## config.mk

```make
export PLATFORM = sky130hd
export DESIGN_NAME = btn_debounce_pulse
export DESIGN_NICKNAME = d
export VERILOG_FILES = /design/src/rtl/btn_pkg.sv /design/src/rtl/sync_2ff.sv /design/src/rtl/btn_debounce_pulse.sv
export SDC_FILE = /design/constraint.sdc
export NUM_CORES = 1
export LEC_CHECK = 0
export BUFFER_PORTS_ARGS = -buffer_cell sky130_fd_sc_hd__buf_2
export CAP_MARGIN = 20
export CORE_UTILIZATION = 30
export CTS_CLUSTER_DIAMETER = 30
export DETAILED_ROUTE_END_ITERATION = 7
export SYNTH_ARGS = -nofsm -noshare
export SYNTH_HDL_FRONTEND = slang
export SYNTH_SLANG_ARGS = --single-unit
```

## constraint.sdc

```tcl
create_clock -name clk -period 2.4 [get_ports clk]
set_input_delay 0.48 -clock clk [delete_from_list [all_inputs] [get_ports clk]]
set_output_delay 0.48 -clock clk [all_outputs]
set_load 0.01 [all_outputs]
```

## src/rtl/btn_pkg.sv

```systemverilog
// Shared types and default timing constants for the button conditioning path.
package btn_pkg;

  typedef enum logic [1:0] {
    IDLE         = 2'd0,
    PRESS_WAIT   = 2'd1,
    HELD         = 2'd2,
    RELEASE_WAIT = 2'd3
  } btn_state_t;

  localparam int unsigned DEF_DEBOUNCE_CYCLES     = 1_000_000;
  localparam int unsigned DEF_REPEAT_DELAY_CYCLES = 50_000_000;
  localparam int unsigned DEF_REPEAT_RATE_CYCLES  = 10_000_000;

  function automatic int unsigned max3(input int unsigned a, input int unsigned b,
                                       input int unsigned c);
    int unsigned m;
    m = (a > b) ? a : b;
    return (m > c) ? m : c;
  endfunction

endpackage

```

## src/rtl/sync_2ff.sv

```systemverilog
// Two-flop synchronizer for asynchronous pad inputs, synchronous active-high reset to 0.
module sync_2ff (
  input  logic clk,
  input  logic reset,
  input  logic d,
  output logic q
);

  logic meta_q;
  logic sync_q;

  // NOTE: sequential state uses non-blocking assignments so both stages sample old values.
  always_ff @(posedge clk) begin
    if (reset) begin
      meta_q <= 1'b0;
      sync_q <= 1'b0;
    end else begin
      meta_q <= d;
      sync_q <= meta_q;
    end
  end

  assign q = sync_q;

endmodule

```

## src/rtl/btn_debounce_pulse.sv

```systemverilog
// Debounces the btnC pad into a level plus one-cycle press/release strobes.
// Optional auto-repeat of press_pulse while held is enabled with `define BTN_REPEAT_EN.
module btn_debounce_pulse
  import btn_pkg::*;
#(
  parameter int unsigned DEBOUNCE_CYCLES     = DEF_DEBOUNCE_CYCLES,
  parameter int unsigned REPEAT_DELAY_CYCLES = DEF_REPEAT_DELAY_CYCLES,
  parameter int unsigned REPEAT_RATE_CYCLES  = DEF_REPEAT_RATE_CYCLES
) (
  input  logic clk,
  input  logic reset,
  input  logic btn_raw,
  output logic btn_level,
  output logic press_pulse,
  output logic release_pulse
);

  localparam int unsigned CNT_W =
    $clog2(max3(DEBOUNCE_CYCLES, REPEAT_DELAY_CYCLES, REPEAT_RATE_CYCLES)) + 1;
  localparam logic [CNT_W-1:0] DEB_LAST = CNT_W'(DEBOUNCE_CYCLES - 1);

  logic             btn_sync;
  btn_state_t       state_q, state_d;
  logic [CNT_W-1:0] cnt_q, cnt_d;
  logic             btn_level_q, btn_level_d;
  logic             press_pulse_q, press_pulse_d;
  logic             release_pulse_q, release_pulse_d;
  logic             press_accept;

  sync_2ff u_sync (
    .clk   (clk),
    .reset (reset),
    .d     (btn_raw),
    .q     (btn_sync)
  );

  always_comb begin
    // NOTE: every comb output gets a default first so no path can infer a latch.
    state_d         = state_q;
    cnt_d           = cnt_q;
    btn_level_d     = btn_level_q;
    press_accept    = 1'b0;
    release_pulse_d = 1'b0;
    unique case (state_q)
      IDLE: begin
        if (btn_sync) begin
          state_d = PRESS_WAIT;
          cnt_d   = '0;
        end
      end
      PRESS_WAIT: begin
        if (!btn_sync) begin
          state_d = IDLE;
          cnt_d   = '0;
        end else if (cnt_q == DEB_LAST) begin
          state_d      = HELD;
          cnt_d        = '0;
          btn_level_d  = 1'b1;
          press_accept = 1'b1;
        end else begin
          cnt_d = cnt_q + CNT_W'(1);
        end
      end
      HELD: begin
        if (!btn_sync) begin
          state_d = RELEASE_WAIT;
          cnt_d   = '0;
        end
      end
      RELEASE_WAIT: begin
        if (btn_sync) begin
          state_d = HELD;
          cnt_d   = '0;
        end else if (cnt_q == DEB_LAST) begin
          state_d         = IDLE;
          cnt_d           = '0;
          btn_level_d     = 1'b0;
          release_pulse_d = 1'b1;
        end else begin
          cnt_d = cnt_q + CNT_W'(1);
        end
      end
      default: begin
        state_d = IDLE;
        cnt_d   = '0;
      end
    endcase
  end

`ifdef BTN_REPEAT_EN
  localparam logic [CNT_W-1:0] DELAY_LAST = CNT_W'(REPEAT_DELAY_CYCLES - 1);
  localparam logic [CNT_W-1:0] RATE_LAST  = CNT_W'(REPEAT_RATE_CYCLES - 1);

  logic [CNT_W-1:0] rpt_cnt_q, rpt_cnt_d;
  logic             rpt_armed_q, rpt_armed_d;
  logic             rpt_fire;

  // Runs only while staying in HELD; any exit or re-entry restarts the initial delay.
  always_comb begin
    rpt_cnt_d   = '0;
    rpt_armed_d = 1'b0;
    rpt_fire    = 1'b0;
    if (state_q == HELD && state_d == HELD) begin
      if (rpt_cnt_q == (rpt_armed_q ? RATE_LAST : DELAY_LAST)) begin
        rpt_fire    = 1'b1;
        rpt_armed_d = 1'b1;
      end else begin
        rpt_cnt_d   = rpt_cnt_q + CNT_W'(1);
        rpt_armed_d = rpt_armed_q;
      end
    end
  end

  always_ff @(posedge clk) begin
    if (reset) begin
      rpt_cnt_q   <= '0;
      rpt_armed_q <= 1'b0;
    end else begin
      rpt_cnt_q   <= rpt_cnt_d;
      rpt_armed_q <= rpt_armed_d;
    end
  end

  assign press_pulse_d = press_accept | rpt_fire;
`else
  assign press_pulse_d = press_accept;
`endif

  always_ff @(posedge clk) begin
    if (reset) begin
      state_q         <= IDLE;
      cnt_q           <= '0;
      btn_level_q     <= 1'b0;
      press_pulse_q   <= 1'b0;
      release_pulse_q <= 1'b0;
    end else begin
      state_q         <= state_d;
      cnt_q           <= cnt_d;
      btn_level_q     <= btn_level_d;
      press_pulse_q   <= press_pulse_d;
      release_pulse_q <= release_pulse_d;
    end
  end

  assign btn_level     = btn_level_q;
  assign press_pulse   = press_pulse_q;
  assign release_pulse = release_pulse_q;

endmodule
```

After elaboration in Yosys (flattened, before gate mapping):

Cells that the tools add are included.

* register bits after elaboration: 34
* input port bits: 3
* output and inout bits: 3
* word-level logic and storage cells: 49

* add/sub/neg operators: 1
* equality and inequality tests: 12
* mux-type cells: 19
* bitwise logic cells: 3
* reduce and logical (&&, ||, !) cells: 7

Operators with widths (count)
* 27-bit 2-to-1 mux: 5
* 27-bit one-hot mux with 4 select lines: 1
* 27-bit by 1-bit adder with 27-bit output, second input constant: 1
* 27-bit by 20-bit equality test with 1-bit output, second input constant: 1
* 2-bit 2-to-1 mux: 6
* 2-bit != test, second input constant: 4
* 2-bit one-hot mux with 4 select lines: 1
* 3-bit OR reduction: 2
* 1-bit 2-to-1 mux: 5
* 5-bit AND reduction: 1
* 2-bit equality test, second input constant: 2
* 2-bit by 1-bit != test with 1-bit output, second input constant: 2
* 4-bit AND reduction: 1
* 3-bit by 2-bit != test with 1-bit output, second input constant: 1
* 3-bit != test, second input constant: 1
* 1-bit NOT: 3
* 2-bit by 1-bit equality test with 1-bit output, second input constant: 1
* 2-bit logical NOT: 1
* 1-bit one-hot mux with 2 select lines: 1
* 2-bit AND reduction: 1
* 2-bit nonzero test: 1

Depth between registers and ports, before layout:

Gate-level depths: netlist of the first run.

* depth after elaboration: 4
* mapped depth: 8
* mapped depth without buffers: 6

By module:

From an unflattened synthesis of the first run, not the netlist that was laid out.

* cell total of the unflattened synthesis: 213
* area, all modules: 1745.4 um^2

By module, submodules not included
* btn_debounce_pulse: times used 1, cells an instance 209, area an instance 1692.9 um^2, seq. area each 640.6 um^2
* sync_2ff: times used 1, cells an instance 4, area an instance 52.6 um^2, seq. area each 40.0 um^2

Least setup slack after synthesis of the first run:

OpenSTA, ideal clock, no wires.

* path kind: reg-to-reg
* start: register cnt_q[0]
* end: register cnt_q[17]
* library setup time: 0.122 ns
* arrival: 1.690 ns
* required time: 2.278 ns
* path slack: 0.588 ns
* stages on the path, launching flop included: 8
* buffers on the path: 1
* clock period less this slack: 1.812 ns
* path through: dfxtp_1 ha_1 nand3_2 and4bb_1 a211oi_2 buf_6 and3_1 a221o_1

* longest elaborated chain between the ends: 4
* elaborated cells on any way between the ends: 6
* classes of those cells: add/sub: 1; eq/ne: 1; mux: 4

Ends and longest elaborated chain
* from (decl): RTL line btn_debounce_pulse.sv:24 `logic [CNT_W-1:0] cnt_q, cnt_d;`
* from (signal assigned): RTL line btn_debounce_pulse.sv:138 `cnt_q <= cnt_d;`
* 27-bit by 1-bit adder with 27-bit output or 27-bit by 20-bit equality test with 1-bit output (tied branches)
* 27-bit 2-to-1 mux (*): RTL line btn_debounce_pulse.sv:55, btn_debounce_pulse.sv:74
* 27-bit 2-to-1 mux, on equally long branches: RTL line btn_debounce_pulse.sv:71, btn_debounce_pulse.sv:52
* 27-bit one-hot mux with 4 select lines (*): RTL line btn_debounce_pulse.sv:44 `unique case (state_q)`

Every way passes the cells marked *; elsewhere a longest branch is shown, timed or not.
A chain may end at the register's enable or synchronous reset.

Worst setup path after layout of the first run:

* start: register cnt_q[0]
* end: register cnt_q[20]

Same word-level chain as after synthesis.

==> results_dict.tcl, run 1 <==
set metrics [dict create \
    status "finished, final reports clean" \
    grt_overflow_total 0 \
    core_area_um2 5540 \
    avgSynthCellArea_um2 8.42 \
    gp_congestion 0.763 \
    drv_slew 0 \
    track_usage_pct 12.9 \
    ant_nets 0 \
    ys_warn_count 0 \
    fmax_ghz 0.476 \
    drv_cap 0 \
    relSlewSlack_pct 69.3 \
    p_total_uw 1040 \
    grt_pass1_wl_um 6330 \
    cts_tree "done" \
    finalCriticalPeriod_ps 2100 \
    crit_arrival_ps 2320 \
    synthArstFlopShare_pct 0 \
    preCtsSetupSlack_ps 320 \
    fp.dieH_um 78.0 \
    leakagePower_uw 0.000678 \
    clock_sinks 34 \
    clk_root_buffer_cell "clkbuf_8" \
    tns_ps 0 \
    ctsHtreeMaxLevel 2 \
    cts_buffers 5 \
    clk_pin_slew_ps 70 \
    synth.distinct_cells 44 \
    hpwl_um 2490 \
    ys_seq_area_share_pct 39.2 \
    ios 6 \
    rsz0062_at_grt "no" \
    first_global_vias 1356 \
    grt.met2_usage_pct 20.8 \
    first_iter_violations 67 \
    p_switching_uw 224 \
    peakVddDrop_mv 0.218 \
    busiest_layer "met2" \
    intPower_uw 811 \
    ctsHoldBuffers 0 \
    std_cell_rows 27 \
    crit_fanout 48 \
    max_slew.worst_pin.slew_ps 453 \
    dr.pass1.iters 4 \
    nets 217 \
    finalCritPeriodShare_pct 87.5 \
    die-area_um2 6090 \
    synth_ff_type "dfxtp_1" \
    synth_edf_count 0 \
    layout_setup_ws_ps 300 \
    synthCells 206 \
    p_per_area_nw_per_um2 537 \
    use_met3_pct 3.14 \
    wirelength_um 3570 \
    p_clk_share_pct 41.7 \
    required_ps 2620 \
    clockBufferDepth 2 \
    cts-resized-gates 0 \
    fp.dieW_um 78.0 \
    power_frac_seq_pct 55.1 \
    postCtsSetupRepairBufs 0 \
    diodes 0 \
    synth_nets 210 \
    crit_path_end_kind "flip-flop" \
    worstSkewPairLatency_ps 280 \
    area_delta_synth_final_pct 11.3 \
    vias 1534 \
    skew_ps 3.12 \
    ys_ff_latch 34 \
    initial_core_util_pct 31.3 \
    antenna_found_initial 0 \
    power_frac_comb_pct 3.2 \
    via_per_inst 5.36 \
    hold_viol 0 \
    port-buffer-count 5 \
    swShare_pct 21.7 \
    routedWlPerCell_um 12.5 \
    drc 0 \
    start_kind "flip-flop" \
    syn_area_um2 1730 \
    critPathKind "reg -> reg" \
    finalSetupViolCount 0 \
    hold_class "in -> reg" \
    grtUsageMet1_pct 17.1 \
    grt_start_max_net_pins 49 \
    r2r_slack_ps 300 \
    final_layout_size_suffix_gt1_share_pct 11.2 \
]
sequential cells by signal (all words and copies together) (netlist names), named ones only:
| signal | cells |
|---|---|
| release_pulse | 1 |
| state_q | 1 |
| btn_level | 1 |
| u_sync.q | 1 |
| u_sync.meta_q | 1 |
| cnt_q | 27 |
| press_pulse | 1 |
logic make-up (layout without fill, tap and decap cells):
group           Yosys count  after routing  synth area share [%]
simple gates            100            100                  33.0
compound gates           52             52                  19.7
flops                    34             34                  39.2
buf+inv                  15             23                  5.05
mux                       3              3                  1.73
fa+ha+maj                 1              1                 0.721
xor+xnor                  1              1                 0.505
power by group through the flow:
stage	sequential, µW	clock, µW	combinational, µW
2_1_floorplan	584	0	22.5
3_3_place_gp	583	0	33.8
3_5_place_dp	583	0	33.9
4_1_cts	570	447	34.1
5_1_grt	570	476	37.4
6_report	570	432	33.6
synth_stat cells (4+ instances only):
library cell	instances	area (µm²)
dfxtp_1	34	681
nor2_1	19	71.3
a21oi_1	17	85.1
nand2_1	15	56.3
nand3_1	15	75.1
a31oi_1	13	81.3
nand4_1	11	68.8
and3_1	6	37.5
a221o_1	5	50.1
inv_1	5	18.8
o21ai_1	5	25.0
a41oi_1	4	35.0
placed cells by master, fill, tap and decap left out, types with 3 or more instances in the layout:
master    count
dfxtp_1      34
nor2_1       19
a21oi_1      17
nand2_1      15
nand3_1      15
a31oi_1      13
nand4_1      11
and3_1        6
clkbuf_8      6
a221o_1       5
inv_1         5
o21ai_1       5
buf_2         5
a41oi_1       4
buf_4         4
nor4_1        3
nor3_1        3
mux2i_1       3
nor4_2        3
nand2b_1      3
nor2b_1       3
area by class of cell:
cell class | count | area [µm²]
Fill cell | 599 | 3610
Multi-Input combinational cell | 157 | 973
Sequential cell | 34 | 681
Tap cell | 72 | 90.1
Clock buffer | 7 | 86.3
Timing Repair Buffer | 10 | 75.1
Inverter | 5 | 18.8
Clock inverter | 1 | 5.00
path summary, 6_finish.rpt:
| check | start | to | cells past startpoint |
|---|---|---|---|
| setup reg to reg | cnt_q[0] | cnt_q[20] | 7 |
| hold reg to reg | u_sync.meta_q | u_sync.q | 1 |
| hold / removal | btn_raw | u_sync.meta_q | 2 |
| setup / recovery | cnt_q[0] | cnt_q[20] | 7 |
metal layers:
| layer | wire, µm | vias up |
|---|---|---|
| met1 | 1790 | 710 |
| met4 | 29 | 0 |
| met5 | 0 | - |
| met2 | 1620 | 26 |
| met3 | 134 | 5 |
| li1 | - | 793 |
critical path: stages (launching register included):
cell and delay, ps:
dfxtp_1 340, ha_1 250, nand3_2 180, and4bb_1 280, a211oi_4 290, buf_12 250
or3b_1 360, nand3_1 80
per-stage QoR:
step | utilization, % | hold WS (ps) | instance area, µm² | std cells
CTS | 34.8 | 402 | 1930 | 286
detailed placement | 33.2 | 426 | 1840 | 278
finish | 34.8 | 407 | 1930 | 286
global route | 34.8 | 418 | 1930 | 286
floorplan | - | 414 | 1730 | 206
global placement | 33.2 | 424 | 1840 | 278
No activity file was read; power rests on OpenSTA's default activity.
==> run 2, diff against run 1 <==
Settings changed: CORE_MARGIN set to 2.
==> run 2 against run 1 <==
Final cell count down 0.70%. Sequential power about the same. Critical path depth unchanged. Clock power down 9.0%. Final area down 1.2%. Largest cell class unchanged. Flip-flop and latch count unchanged. Register-to-register slack about the same.
==> results_dict.tcl, run 2 (synthesis results as in run 1) <==
set metrics [dict create \
    status "finished, final reports clean" \
    cts_tree "done" \
    core_area_um2 5540 \
    ant_nets 0 \
    fill_cells 603 \
    r2r_slack_ps 290 \
    p_clk_share_pct 39.5 \
    regMostFlops "cnt_q" \
    p_per_area_nw_per_um2 523 \
    layout_setup_ws_ps 293 \
    power_frac_comb_pct 3.4 \
    finalCriticalPeriod_ps 2110 \
    nets 216 \
    grt_overflow_total 0 \
    r2r_cells 7 \
    start_kind "flip-flop" \
    hold_path_end "u_sync.meta_q" \
    initial_core_util_pct 31.3 \
    clockBufferDepth 2 \
    largest_reg_flops 27 \
    dr.pass1.iters 4 \
    postCtsSetupRepairBufs 0 \
    drc 0 \
    wirelength_um 3640 \
    crit_path_end_kind "flip-flop" \
    leakagePower_uw 0.000663 \
    gp_congestion 0.795 \
    whs_path_depth 2 \
    hold_viol 0 \
    slowest_stage "or3b_1" \
    cts_buffers 5 \
    hpwl_um 2520 \
    area_delta_synth_final_pct 9.96 \
    drv_slew 0 \
    ctsHoldBuffers 0 \
    peakVddDrop_mv 0.314 \
    finalSetupViolCount 0 \
    final_layout_size_suffix_gt1_share_pct 9.91 \
    finalCritPeriodShare_pct 87.8 \
    hold_class "in -> reg" \
    clk_root_buffer_cell "clkbuf_8" \
    via_per_inst 5.44 \
    critPathKind "reg -> reg" \
    grt_pass1_wl_um 6450 \
    ctsHtreeMaxLevel 2 \
    required_ps 2630 \
    first_global_vias 1388 \
    timing.rr.start "cnt_q[0]" \
    port-buffer-count 5 \
    preCtsSetupSlack_ps 320 \
    track_usage_pct 12.7 \
    die-area_um2 6400 \
    layout_common_cells "dfxtp_1 (34), nor2_1 (19), a21oi_1 (17)" \
    tns_ps 0 \
    grt_start_max_net_pins 49 \
    relSlewSlack_pct 71.8 \
    rsz0062_at_grt "no" \
    crit_arrival_ps 2330 \
    diodes 0 \
    intPower_uw 780 \
    fmax_ghz 0.475 \
    final_common_cell "dfxtp_1" \
    routedWlPerCell_um 12.8 \
    path_cells "ha_1, nand3_2, and4bb_1, a211oi_4, buf_12, or3b_1, nand3_1" \
    worstSkewPairLatency_ps 280 \
    ios 6 \
    clock_sinks 34 \
    crit_fanout 48 \
    cts-resized-gates 0 \
    max_stage_delay_ps 360 \
    first_iter_violations 70 \
    vias 1545 \
    max_slew.worst_pin.slew_ps 420 \
    drv_cap 0 \
    clk_pin_slew_ps 70 \
    power_frac_seq_pct 57.2 \
    r2r-end "cnt_q[20]" \
    antenna_found_initial 0 \
    fp.dieH_um 80.0 \
    p_switching_uw 218 \
    skew_ps 5.45 \
    std_cell_rows 27 \
    fp.dieW_um 80.0 \
    hold_path.startpoint "btn_raw" \
    swShare_pct 21.8 \
]
run 2: final cells by class:
type                    instances  area [µm²]  area share [%]
clock buffers                   7        76.3            4.00
inverters                       5        18.8           0.984
multi-input cells             157         973            51.0
flip-flops and latches         34         681            35.7
well taps                      72        90.1            4.72
repair buffers                  9        67.6            3.54
run 2: worst max-delay path, delay by kind of cell, from the launching register on:
family                   cells  cell delay (ps)
AO/OA/AOI/OAI                1              280
adder cells (fa/ha/maj)      1              250
buffers and inverters        1              250
flip-flops                   1              340
AND/OR/NAND/NOR              4              920
run 2: metrics by stage:
step	total power [µW]	cells	util (%)	hold slack, ps	cell area, µm²
final	997	284	34.4	406	1910
after global routing	1050	284	34.4	424	1910
after CTS	1010	284	34.4	401	1910
after detailed placement	617	277	33.0	437	1830
after global placement	616	277	33.0	428	1830
after floorplan	606	206	-	414	1730
run 2: how the worst max path moves through the flow:
| stage | from | to | slack [ps] | cells past startpoint |
|---|---|---|---|---|
| floorplan | cnt_q[0] | cnt_q[17] | 590 | 7 |
| global placement | cnt_q[0] | cnt_q[20] | 360 | 7 |
| detailed placement | cnt_q[0] | cnt_q[20] | 320 | 7 |
| CTS | cnt_q[0] | cnt_q[20] | 300 | 7 |
| global route | cnt_q[0] | cnt_q[20] | 170 | 7 |
| finish | cnt_q[0] | cnt_q[20] | 290 | 7 |
run 2: per-layer routing:
| layer | track usage (%) | share of wire (%) |
|---|---|---|
| met2 | 19.7 | 46 |
| met5 | 0 | 0 |
| met4 | 4.07 | 1.2 |
| met1 | 16.8 | 49 |
| met3 | 3.73 | 3.7 |
run 2: power groups by stage:
| stage | combinational (µW) | clock [µW] | sequential (µW) |
|---|---|---|---|
| after floorplan | 22.5 | 0 | 584 |
| after global placement | 33.4 | 0 | 583 |
| after detailed placement | 33.7 | 0 | 583 |
| after CTS | 34.0 | 409 | 570 |
| after global routing | 37.3 | 438 | 571 |
| final | 33.4 | 393 | 571 |
